### src/rtl/edge_packer.sv
// Binarizes gradient samples against a runtime threshold and packs them LSB-first into bytes held in an output FIFO.
// Optional per-frame edge pixel counter is built when EDGE_COUNT_EN is defined.
module edge_packer #(
    parameter int FIFO_DEPTH = 8
) (
    input  logic        clk,
    input  logic        rst,
    input  logic [10:0] gradient,
    input  logic        gradient_valid,
    input  logic [10:0] threshold,
    input  logic        frame_start,
    output logic [7:0]  edge_byte,
    output logic        edge_valid,
    input  logic        edge_ready,
    output logic        overflow,
    output logic [11:0] edge_count
);

    localparam int AW = (FIFO_DEPTH > 1) ? $clog2(FIFO_DEPTH) : 1;
    localparam int CW = AW + 1;
    localparam logic [CW-1:0] FULL_CNT = CW'(FIFO_DEPTH);

    logic [2:0]    pos_q, pos_d;
    logic [6:0]    partial_q, partial_d;
    logic [AW-1:0] wr_ptr_q, wr_ptr_d;
    logic [AW-1:0] rd_ptr_q, rd_ptr_d;
    logic [CW-1:0] count_q, count_d;
    logic          overflow_q, overflow_d;
    logic [7:0]    mem_q [FIFO_DEPTH];

    logic          edge_bit;
    logic [2:0]    pos_base;
    logic [6:0]    partial_base;
    logic          push;
    logic          push_ok;
    logic          pop;
    logic          full;
    logic [7:0]    push_byte;

    // frame_start restarts the group first so a coinciding sample lands in bit 0.
    always_comb begin
        edge_bit     = (gradient > threshold);
        pos_base     = frame_start ? 3'd0 : pos_q;
        partial_base = frame_start ? 7'd0 : partial_q;
        pos_d        = pos_base;
        partial_d    = partial_base;
        push         = 1'b0;
        push_byte    = {edge_bit, partial_base};
        if (gradient_valid) begin
            if (pos_base == 3'd7) begin
                push      = 1'b1;
                pos_d     = 3'd0;
                partial_d = 7'd0;
            end else begin
                partial_d = partial_base | (7'(edge_bit) << pos_base);
                pos_d     = pos_base + 3'd1;
            end
        end
    end

    // A full FIFO still accepts a push when the head leaves in the same cycle.
    always_comb begin
        full       = (count_q == FULL_CNT);
        pop        = (count_q != '0) && edge_ready;
        push_ok    = push && (!full || pop);
        wr_ptr_d   = push_ok ? wr_ptr_q + AW'(1) : wr_ptr_q;
        rd_ptr_d   = pop ? rd_ptr_q + AW'(1) : rd_ptr_q;
        count_d    = count_q;
        if (push_ok && !pop) begin
            count_d = count_q + CW'(1);
        end else if (!push_ok && pop) begin
            count_d = count_q - CW'(1);
        end
        overflow_d = frame_start ? 1'b0 : overflow_q;
        if (push && full && !pop) begin
            overflow_d = 1'b1;
        end
    end

    always_ff @(posedge clk or negedge rst) begin
        if (!rst) begin
            pos_q      <= 3'd0;
            partial_q  <= 7'd0;
            wr_ptr_q   <= '0;
            rd_ptr_q   <= '0;
            count_q    <= '0;
            overflow_q <= 1'b0;
        end else begin
            pos_q      <= pos_d;
            partial_q  <= partial_d;
            wr_ptr_q   <= wr_ptr_d;
            rd_ptr_q   <= rd_ptr_d;
            count_q    <= count_d;
            overflow_q <= overflow_d;
        end
    end

    always_ff @(posedge clk) begin
        if (push_ok) begin
            mem_q[wr_ptr_q] <= push_byte;
        end
    end

    assign edge_valid = (count_q != '0);
    assign edge_byte  = edge_valid ? mem_q[rd_ptr_q] : 8'h00;
    assign overflow   = overflow_q;

`ifdef EDGE_COUNT_EN
    logic [11:0] edge_count_q, edge_count_d;
    logic [11:0] edge_count_base;

    always_comb begin
        edge_count_base = frame_start ? 12'h000 : edge_count_q;
        edge_count_d    = edge_count_base;
        if (gradient_valid && edge_bit && (edge_count_base != 12'hFFF)) begin
            edge_count_d = edge_count_base + 12'h001;
        end
    end

    always_ff @(posedge clk or negedge rst) begin
        if (!rst) begin
            edge_count_q <= 12'h000;
        end else begin
            edge_count_q <= edge_count_d;
        end
    end

    assign edge_count = edge_count_q;
`else
    assign edge_count = 12'h000;
`endif

endmodule
### config.mk
export PLATFORM = sky130hd
export DESIGN_NAME = edge_packer
export DESIGN_NICKNAME = d
export VERILOG_FILES = /design/src/rtl/edge_packer.sv
export SDC_FILE = /design/constraint.sdc
export NUM_CORES = 1
export LEC_CHECK = 0
export BUFFER_PORTS_ARGS = -buffer_cell sky130_fd_sc_hd__buf_2
export CORE_MARGIN = 1.5
export CORE_UTILIZATION = 45
export CTS_CLUSTER_DIAMETER = 120
export DETAILED_ROUTE_END_ITERATION = 6
export PLACE_DENSITY = 0.64
export SLEW_MARGIN = 20
export SYNTH_ARGS = -nofsm -noshare
export SYNTH_HDL_FRONTEND = slang
export SYNTH_SLANG_ARGS = --single-unit
### constraint.sdc
create_clock -name clk -period 2.4 [get_ports clk]
set_clock_uncertainty 0.05 [all_clocks]
set_input_delay 0.48 -clock clk [delete_from_list [all_inputs] [get_ports clk]]
set_output_delay 0.48 -clock clk [all_outputs]
set_load 0.05 [all_outputs]
# Yosys cells after proc, flatten, opt, wreduce, memory -nomap -nowiden
# Memories as Yosys holds them, arrays and structs flattened.
# Index checks and enable logic that the tools add are counted.
# op_classes
addsub	5
multipliers	0
div	0
order_cmp	1
eq_ne	2
shift	1
n_mux	15
bitwise_logic	1
n_reduce_logical	13
# op_table
cell	n
2-to-1 mux 7 bit	3
> comparator 11 bit	1
adder 3 x 1 -> 3 bit, second input constant	3
2-to-1 mux 3 bit	3
2-to-1 mux 4 bit	2
2-to-1 mux 8 bit	1
bitwise OR 7 bit	1
<< shifter 1 x 3 -> 7 bit	1
logical AND 1 bit	6
2-to-1 mux 1 bit	6
adder 4 x 1 -> 4 bit, second input constant	1
equality test 4 bit, second input constant	1
nonzero test 2 bit	2
nonzero test 4 bit	1
subtractor 4 x 1 -> 4 bit, second input constant	1
equality test 3 bit, second input constant	1
logical NOT 1 bit	3
logical OR 1 bit	1
# totals
regBits	21
latch_bits	0
ramBits	64
romBits	0
word_cells	45
mem_count	1
# memory_table
name	words	width	rd	rd_clocked_by_memory_dff	wr	line_no	text
mem_q	8	8	1	0	1	29	logic [7:0] mem_q [FIFO_DEPTH];

# Depth between registers and ports, before layout
# Gate-level depths: netlist of run 1.
# depth
word_depth	9
ltp_mapped	14
mapped_depth_nobuf	13

# Least setup slack after synthesis of run 1
# Ideal clock, no wire load.
# synth_path
path_kind	input to register
from	input port frame_start
to	register count_q[3]
setup_ns	0.080
arrival_time_ns	2.726
path_slack_ns	-0.456
cell_stages	14
path_buffers	1
cell_sequence	clkbuf_1 -> nand2b_1 -> inv_1 -> ha_1 -> ha_1 -> nand3_2 -> inv_1 -> ha_1 -> inv_1 -> ha_1 -> a21o_1 -> a21oi_1 -> mux2i_1 -> xnor2_1
# synth_between
elab_chain_len	8
# synth_lines
item	line_no	text
start: declaration	11	input logic frame_start,
2-to-1 mux 3 bit (*)	43	pos_base = frame_start ? 3'd0 : pos_q;
equality test 3 bit (*)	50	if (pos_base == 3'd7) begin
2-to-1 mux 1 bit (*)	50	
2-to-1 mux 1 bit (*)	49	if (gradient_valid) begin
logical AND 1 bit (*)	65	push_ok = push && (!full || pop);
net push_ok	35	logic push_ok;
logical NOT 1 bit	71	end else if (!push_ok && pop) begin
logical AND 1 bit	71	
nonzero test 2 bit (no source line)	n/a	
end signal: assignment	93	count_q <= count_d;
end: declaration	27	logic [CW-1:0] count_q, count_d;
# Mark *: on every way through the listed nets, which the timed path passes. The rest lies on a longest branch.
# A chain may end at the register's enable or synchronous reset.

# Final worst setup path of run 1
# layout_path
from	register rd_ptr_q[0]
to	output port edge_byte[3]
# layout_between
elab_chain_len	2
# layout_lines
item	line_no	text
start: declaration	26	logic [AW-1:0] rd_ptr_q, rd_ptr_d;
start signal: assignment	92	rd_ptr_q <= rd_ptr_d;
memory (8 x 8 bit)	n/a	
2-to-1 mux 8 bit	105	assign edge_byte = edge_valid ? mem_q[rd_ptr_q] : 8'h00;
end: declaration	12	output logic [7:0] edge_byte,
# Every way passes these cells.

==> impl_summary.md, run 1 <==
Power
The clock network power share is 20.9%. The relative contribution of sequential cells to total power is 38.2%. The maximum resistive drop on vdd is 0.461 mV. Of the total power, combinational logic draws around two fifths. The leakage dissipation is about 1.9 nW. Summed over all nets, the switching power comes to around 1.6 mW. The power density over the cells is 965 mW/mm2. The total internal power is between 3 and 4 mW. The switching share of power is between 30% and 40%.

Setup path
The element type at the critical path end is a primary output. For the worst setup path, the data arrival time is 1850 ps. The worst setup path category is flip-flop to primary output.

The critical path startpoint category is a flip-flop. STA puts the critical path data required time at between 1500 and 2000 ps. In this run the worst path has a maximum fanout of 8.

Timing
Static timing analysis puts the maximum clock frequency at ~420 MHz. The worst hold slack is ~37 ps. The remaining max-slew budget at the tightest pin is around 58%. The routed design could run at a clock period as short as 2380 ps. The final max-slew violation count came to 0. At the pin with the least slew margin, the transition time is between 600 and 700 ps. Setup repair after global routing could not meet its margin everywhere.

The hold violation total from the final report was 0. The number of endpoints failing setup at the final stage is 0. Dividing the final minimum period by the clock period gives 99.2%. Setup slack on the critical path of the routed design comes to 19.6 ps.

Detailed routing
The initial detailed-routing violation count is approximately 100. The number of detailed-routing iterations run before antenna repair is 4. In the routed design, unresolved DRC markers number 0. Once detail routing completed, the nets flagged for antenna violations numbered 0. Dividing the detail-routed wire length by the instance count gives roughly 16 um. For this block, the via count after detailed routing is 2338. The routed design has 7400 um of wire. The average vias per placed instance is around 5.1.

Synth
Counting flops with an async set or reset pin after synthesis yields a share of roughly a quarter. Synthesis produced a netlist whose cell count is about 270. In this run the cell area of the synthesized design comes to 0.00403 mm2. The Yosys step of the flow raised 0 warnings. The post-synthesis register bit count is 85. The number of library cell types mapped by synthesis is about 40. The synthesized design contains between 60 and 70 enable-type register cells. The most used flip-flop cell after synthesis is sky130_fd_sc_hd__edfxtp_1. In this run the mean area of a mapped cell was 14.9 um2. Sequential cells were found to cover about three fifths of the synthesized design area.

Floorplanning
The die outline width is between 90 and 100 um. The core outline area is about 0.0087 mm2. Row generation in the floorplan step produced 34 rows. The number of top-level pins is 49. The floorplan step set the die height to a little under 100 um. The floorplan die area is 0.00952 mm2. For this configuration, the core starts out at a cell density of between 40 and 50%.

Placement
In this run the cell area measured after placement is 0.00454 mm2. At the placement stage, the worst setup path has a slack of -133 ps. The congestion estimate from routability-driven global placement came to approximately 0.85. The total of buffers placed on input and output ports is 36. Summed over all nets, the half-perimeter wirelength after detailed placement is 5040 um.

Status
The flow ran to the end, and the final reports show no timing, DRC or antenna violations.

CTS
The clock drives 85 sinks. The number of H-tree levels is 3. The CTS tree is yes. The number of buffers created by CTS is 9.

CTS placed an instance of sky130_fd_sc_hd__clkbuf_8 at the clock tree root. The clock passes through at most 2 buffers. The clock slew seen by the registers of the worst setup and hold paths is around 90 ps.

The clock reaches the later pin of the worst-skew pair after between 300 and 400 ps.

Global routing
For this run, global-route usage on met3 was measured as 3.60%. The global-route usage over all layers is 17.3%. The number of antenna violations at the first check in global routing is 0. The via count of the first global-routing pass came to 2426. The maximum number of pins on one net before global-route repair is 22.

The first global-routing pass estimated 12500 um of wire. The global-route layer with the greatest usage is met2. The global routing usage on met2 is 28.3%. In the global route stage, met1 resource usage came out at 22.7%. The sum of overflow across all layers after global routing is 0.

Final layout
Cells fill about 56% of the core in the end. The area added between synthesis and finish is 19.7%. The ratio of cells with drive above 1 in the final layout is between 30% and 40%.

The number of nets at the end of the flow is roughly 390. The number of antenna diodes in the final layout is 0. The final-layout fill cell count is roughly 700.

The cell area after layout is between 0.004 and 0.005 mm2. The library cell used most frequently in the layout, excluding fill and tap cells, is sky130_fd_sc_hd__edfxtp_1. Leaving out fill and tap cells, the most frequent cells in the layout are 64 x sky130_fd_sc_hd__edfxtp_1, 28 x sky130_fd_sc_hd__buf_2, 28 x sky130_fd_sc_hd__buf_4.

Flow run
The number of maximum-capacitance violations is 0.

Hold path
The worst hold-check path type is primary input to async pin.
## critical path, stage by stage, from the launching register on
cell and delay (ps):
sky130_fd_sc_hd__dfrtp_2 410, sky130_fd_sc_hd__buf_12 150, sky130_fd_sc_hd__buf_12 110, sky130_fd_sc_hd__mux4_2 480
sky130_fd_sc_hd__mux2i_1 140, sky130_fd_sc_hd__nor2_1 70, sky130_fd_sc_hd__buf_6 150
## layer usage
layer | part of all wire (%) | vias up
met5 | 0 | -
met4 | 2.0 | 0
met3 | 3.1 | 11
met2 | 50 | 53
met1 | 45 | 1154
li1 | - | 1120
## Yosys cell counts (3+ instances only)
cell                       number  area [um2]
sky130_fd_sc_hd__dfrtp_1       21         526
sky130_fd_sc_hd__buf_4         13        97.6
sky130_fd_sc_hd__mux4_2         9         203
sky130_fd_sc_hd__mux2i_1        9        90.1
sky130_fd_sc_hd__nand4_1        8        50.1
sky130_fd_sc_hd__inv_1         19        71.3
sky130_fd_sc_hd__xnor2_1        7        61.3
sky130_fd_sc_hd__o21ai_0        8        40.0
sky130_fd_sc_hd__nand2_1       16        60.1
sky130_fd_sc_hd__buf_2          3        15.0
sky130_fd_sc_hd__and2b_1        7        52.6
sky130_fd_sc_hd__o21ai_1        4        20.0
sky130_fd_sc_hd__nor3_1         5        25.0
sky130_fd_sc_hd__edfxtp_1      64        1920
sky130_fd_sc_hd__ha_1          18         225
sky130_fd_sc_hd__mux4_1         7         184
sky130_fd_sc_hd__a21oi_1        4        20.0
sky130_fd_sc_hd__nand2b_1       5        31.3
sky130_fd_sc_hd__nand3_1        3        15.0
sky130_fd_sc_hd__nor2_1        16        60.1
## stage by stage
stage | instances | setup TNS (ps) | total power [mW]
CTS | 455 | -60.7 | 4.76
global route | 454 | -379 | 4.88
detailed placement | 434 | -198 | 3.44
floorplan | 282 | -68.6 | 3.06
finish | 454 | 0 | 4.65
global placement | 434 | -67.3 | 3.40
## power groups by stage
stage | sequential (mW) | clock, mW | combinational (mW)
floorplan | 1.75 | 0 | 1.31
global placement | 1.79 | 0 | 1.60
detailed placement | 1.80 | 0 | 1.64
CTS | 1.77 | 0.999 | 1.98
global route | 1.79 | 1.05 | 2.05
finish | 1.77 | 0.971 | 1.90
## path summary, 6_finish.rpt
check                                             start                       to  slack [ps]  cells after the start
worst max-delay path            rd_ptr_q[0]$_DFFE_PN0N_             edge_byte[3]          20                      6
worst min-delay path                                rst   count_q[1]$_DFFE_PN0P_          40                      1
worst max register to register   count_q[0]$_DFFE_PN0P_   count_q[3]$_DFFE_PN0P_         120                     11
worst min register to register     overflow$_DFFE_PN0P_     overflow$_DFFE_PN0P_         490                      2
max in group asynchronous                           rst  rd_ptr_q[0]$_DFFE_PN0N_        1900                      1
min in group clk                            frame_start     overflow$_DFFE_PN0P_         330                      2
## final cells by class
class	count	area, um2	area share [%]
Timing Repair Buffer	68	520	10.8
Clock inverter	6	61.3	1.27
Multi-Input combinational cell	157	1440	30.0
Sequential cell	85	2450	50.8
Clock buffer	10	128	2.65
Tap cell	108	135	2.80
Inverter	20	82.6	1.71
## what timing repair did
item	CTS	global route
setup buffers	4	0
resized for setup	24	1
cloned	1	0
endpoints found under the hold margin	0	0
endpoints found under the setup margin	7	8
hold buffers	0	0
## registers in the layout, summed over array words and instances (netlist names)
| signal | count |
|---|---|
| pos_q | 3 |
| rd_ptr_q | 3 |
| mem_q | 64 |
| wr_ptr_q | 3 |
| count_q | 4 |
| overflow | 1 |
| partial_q | 7 |
## logic make-up (layout without fill, tap and decap cells)
kind of cell | count (synthesis) | after routing | synth area share [%]
flip-flops | 85 | 85 | 60.8
XOR/XNOR | 8 | 8 | 1.74
AND/OR/NAND/NOR | 69 | 69 | 9.39
buffers and inverters | 40 | 104 | 5.63
AO/OA/AOI/OAI | 21 | 21 | 3.39
multiplexers | 28 | 28 | 12.9
other | 1 | 12 | 0.0932
adder cells (fa/ha/maj) | 19 | 19 | 6.09
Power figures use the tool's default switching activity.
==> run 2, diff against run 1 <==
==> constraint.sdc (replaced) <==
create_clock -name clk -period 2.4 [get_ports clk]
set_clock_uncertainty 0.05 [all_clocks]
set_input_delay 0.36 -clock clk [delete_from_list [all_inputs] [get_ports clk]]
set_output_delay 0.36 -clock clk [all_outputs]
set_load 0.05 [all_outputs]
==> run 2 against run 1 <==
Effect of this change:
- final cell count decreased by 1.3%
- power decreased by 6.4%
- clock-buffer cell count decreased by 1
- setup slack improved by 83 ps
- sequential share of layout area increased by 1.2 points
- die area unchanged
- core utilization decreased by 1.3 points
- clock power decreased by 7.6%
- worst hold slack improved by 170 ps
- non-clock buffer count decreased by 6
- final area decreased by 2.3%
- fmax increased by 3.6%
- largest power group is now sequential cells
==> impl_summary.md, run 2 (synthesis gave the netlist of run 1 again) <==
Placement
The final weighted congestion of routability-driven global placement is 0.894. The cell total after placement is between 400 and 500. The post-DP HPWL is roughly 4800 um. Input and output buffers added on the ports amount to 36. The worst-case setup slack after placement is -57.4 ps.

Status
The run finished with clean final reports.

Setup path
The depth of the worst register-to-register path is 10. For the worst setup path, the data arrival time is 2530 ps. The origin of the critical flop-to-flop path is count_q[0]$_DFFE_PN0P_. The required time of the critical path is about 2600 ps. The setup path with the least slack is of type flip-flop to flip-flop.

The endpoint identified for the worst register-to-register timing path is count_q[3]$_DFFE_PN0P_. The setup check on the worst reg-to-reg path leaves a slack of 100 ps. The critical path startpoint category is a flip-flop.

The largest driver fanout on the critical path is 5. The element type at the critical path end is a flip-flop.

Timing
The share of the clock period used by the worst path is between 90% and 100%. Setup repair after global routing could not meet its margin everywhere. The hold violation total from the final report was 0. The final max-slew violation count is 0. Across all setup checks in the final design, the least slack found is 103 ps. The worst hold slack is 204 ps. The final critical delay including setup and external delays is roughly 2300 ps. The remaining max-slew budget at the tightest pin is 62.8%.

The maximum frequency from static timing analysis is 435 MHz. The transition time of the tightest slew-check pin is 559 ps. The number of endpoints failing setup at the final stage is 0.

Floorplanning
The floorplan step defined a core boundary enclosing about 0.0087 mm2. The initial utilization of the core area, before any placement, comes to approximately 46%. The die is between 90 and 100 um tall.

The initialized floorplan defines 34 standard-cell rows. The floorplan step set the die width to 97.6 um. For this design the top-level I/O count stands at between 40 and 50. The die covers approximately 0.0095 mm2.

Detailed routing
The wire length after detailed routing is around 7000 um. Summing over every cut layer, the via total after detailed routing is between 2000 and 2500. Dividing the detail-routed via count by the number of cells gives a little over 5. In the final routed layout, each cell accounts on average for around 16 um. For this run, the detailed router's first-pass iteration total came to 4.

The number of remaining DRC errors is 0. The initial detailed-routing violation count is 100. The remaining number of nets flagged by the antenna check after routing is 0.

Hold path
In this run the most critical hold path is launched from frame_start. The worst hold path terminates at overflow$_DFFE_PN0P_. The count of cells along the worst hold path is 2. The worst hold-check path type is primary input to flip-flop.

Final layout
The count of cells in the finished layout, fillers not included, comes to 448. The library cells used most frequently in the layout, excluding fill and tap cells, are 64 x sky130_fd_sc_hd__edfxtp_1, 31 x sky130_fd_sc_hd__buf_2, 25 x sky130_fd_sc_hd__buf_4. The most frequent standard cell in the layout excluding fill and tap cells is sky130_fd_sc_hd__edfxtp_1.

The repair_antennas step left the layout with diodes totalling 0. The ratio of cells with drive above 1 in the final layout is between 30% and 40%. The area added between synthesis and finish is 17.0%. The largest registers in the layout are mem_q (64), partial_q (7), count_q (4). The number of flip-flops under the largest register name is 64. The register with the most flip-flops in the final layout is mem_q. The net count of the finished layout is around 380.

Global routing
The sum of overflow across all layers after global routing is 0. The number of antenna violations at the first check in global routing is 0. The global-route usage over all layers is about 16%. The wire length of the first global-routing pass is ~12000 um.

The maximum number of pins on one net before global-route repair is 22. The via count of the first global-routing pass was 2317.

CTS
The clock reaches the later pin of the worst-skew pair after between 300 and 400 ps. The number of H-tree levels is 3. The clock slew seen by the registers of the worst setup and hold paths is around 90 ps.

TritonCTS built the clock tree. The buffer cell driving the clock tree root is sky130_fd_sc_hd__clkbuf_8. The number of buffers created by CTS is 9. The maximum number of buffers from clock root to sink is 2. For this design, the sink count on the clock tree is 85.

Power
After layout, the design draws a total of between 4 and 5 mW. The maximum resistive drop on vdd is about 0.38 mV. The power density over the cells is just over 900 mW/mm2. The leakage dissipation is 1.87 nW.

Flow run
Across the run, the number of max-cap violations was 0.
[run 2: area by class of cell]
type                            count  area (um2)
Timing Repair Buffer               62         433
Fill cell                         750        3970
Clock buffer                        9         124
Tap cell                          108         135
Multi-Input combinational cell    157        1430
Sequential cell                    85        2450
Clock inverter                      7        51.3
Inverter                           20        91.3
[run 2: worst max-delay path, stage by stage, from the launching register on]
cell	delay, ps
sky130_fd_sc_hd__dfrtp_2	480
sky130_fd_sc_hd__nor4_4	290
sky130_fd_sc_hd__bufinv_8	230
sky130_fd_sc_hd__nand2_4	80
sky130_fd_sc_hd__ha_4	130
sky130_fd_sc_hd__inv_2	50
sky130_fd_sc_hd__ha_1	260
sky130_fd_sc_hd__a21o_1	170
sky130_fd_sc_hd__a21oi_2	130
sky130_fd_sc_hd__mux2i_1	220
sky130_fd_sc_hd__xnor2_1	130
[run 2: worst max-delay path by stage]
stage                             from  slack (ps)  cells past startpoint                endpoint
2_1_floorplan   count_q[0]$_DFFE_PN0P_          -5                     10  count_q[3]$_DFFE_PN0P_
3_3_place_gp               frame_start        -0.5                     14  count_q[3]$_DFFE_PN0P_
3_5_place_dp               frame_start         -60                     14  count_q[3]$_DFFE_PN0P_
4_1_cts        rd_ptr_q[0]$_DFFE_PN0N_           9                      5            edge_byte[2]
5_1_grt         count_q[0]$_DFFE_PN0P_         -70                     10  count_q[3]$_DFFE_PN0P_
6_report        count_q[0]$_DFFE_PN0P_         100                     10  count_q[3]$_DFFE_PN0P_
[run 2: layer usage]
metal / global-route usage (%) / vias to the layer above / share of wire (%)
li1: - / 1110 / -
met1: 19.8 / 1120 / 43
met2: 27.5 / 56 / 50
met3: 3.45 / 7 / 4.5
met4: 5.93 / 0 / 1.7
met5: 0 / - / 0
[run 2: metrics by stage]
stage / util, % / setup TNS [ps] / area (um2)
after floorplan: - / -4.67 / 4140
after global placement: 51.6 / -0.518 / 4480
after detailed placement: 51.6 / -57.4 / 4480
after CTS: 53.8 / 0 / 4670
after global routing: 54.3 / -68.4 / 4710
final: 54.3 / 0 / 4710
[run 2: where the power goes]
part	internal, mW	switching [mW]	total [mW]
sequential	1.65	0.140	1.79
clock	0.379	0.518	0.897
combinational	0.745	0.917	1.66
total	2.78	1.58	4.35
[run 2: timing repair]
action,in CTS,in global routing
hold buffers,1,0
hold endpoints to repair,21,0
buffers inserted,0,2
endpoints found under the setup margin,0,9
gates resized for setup,0,15
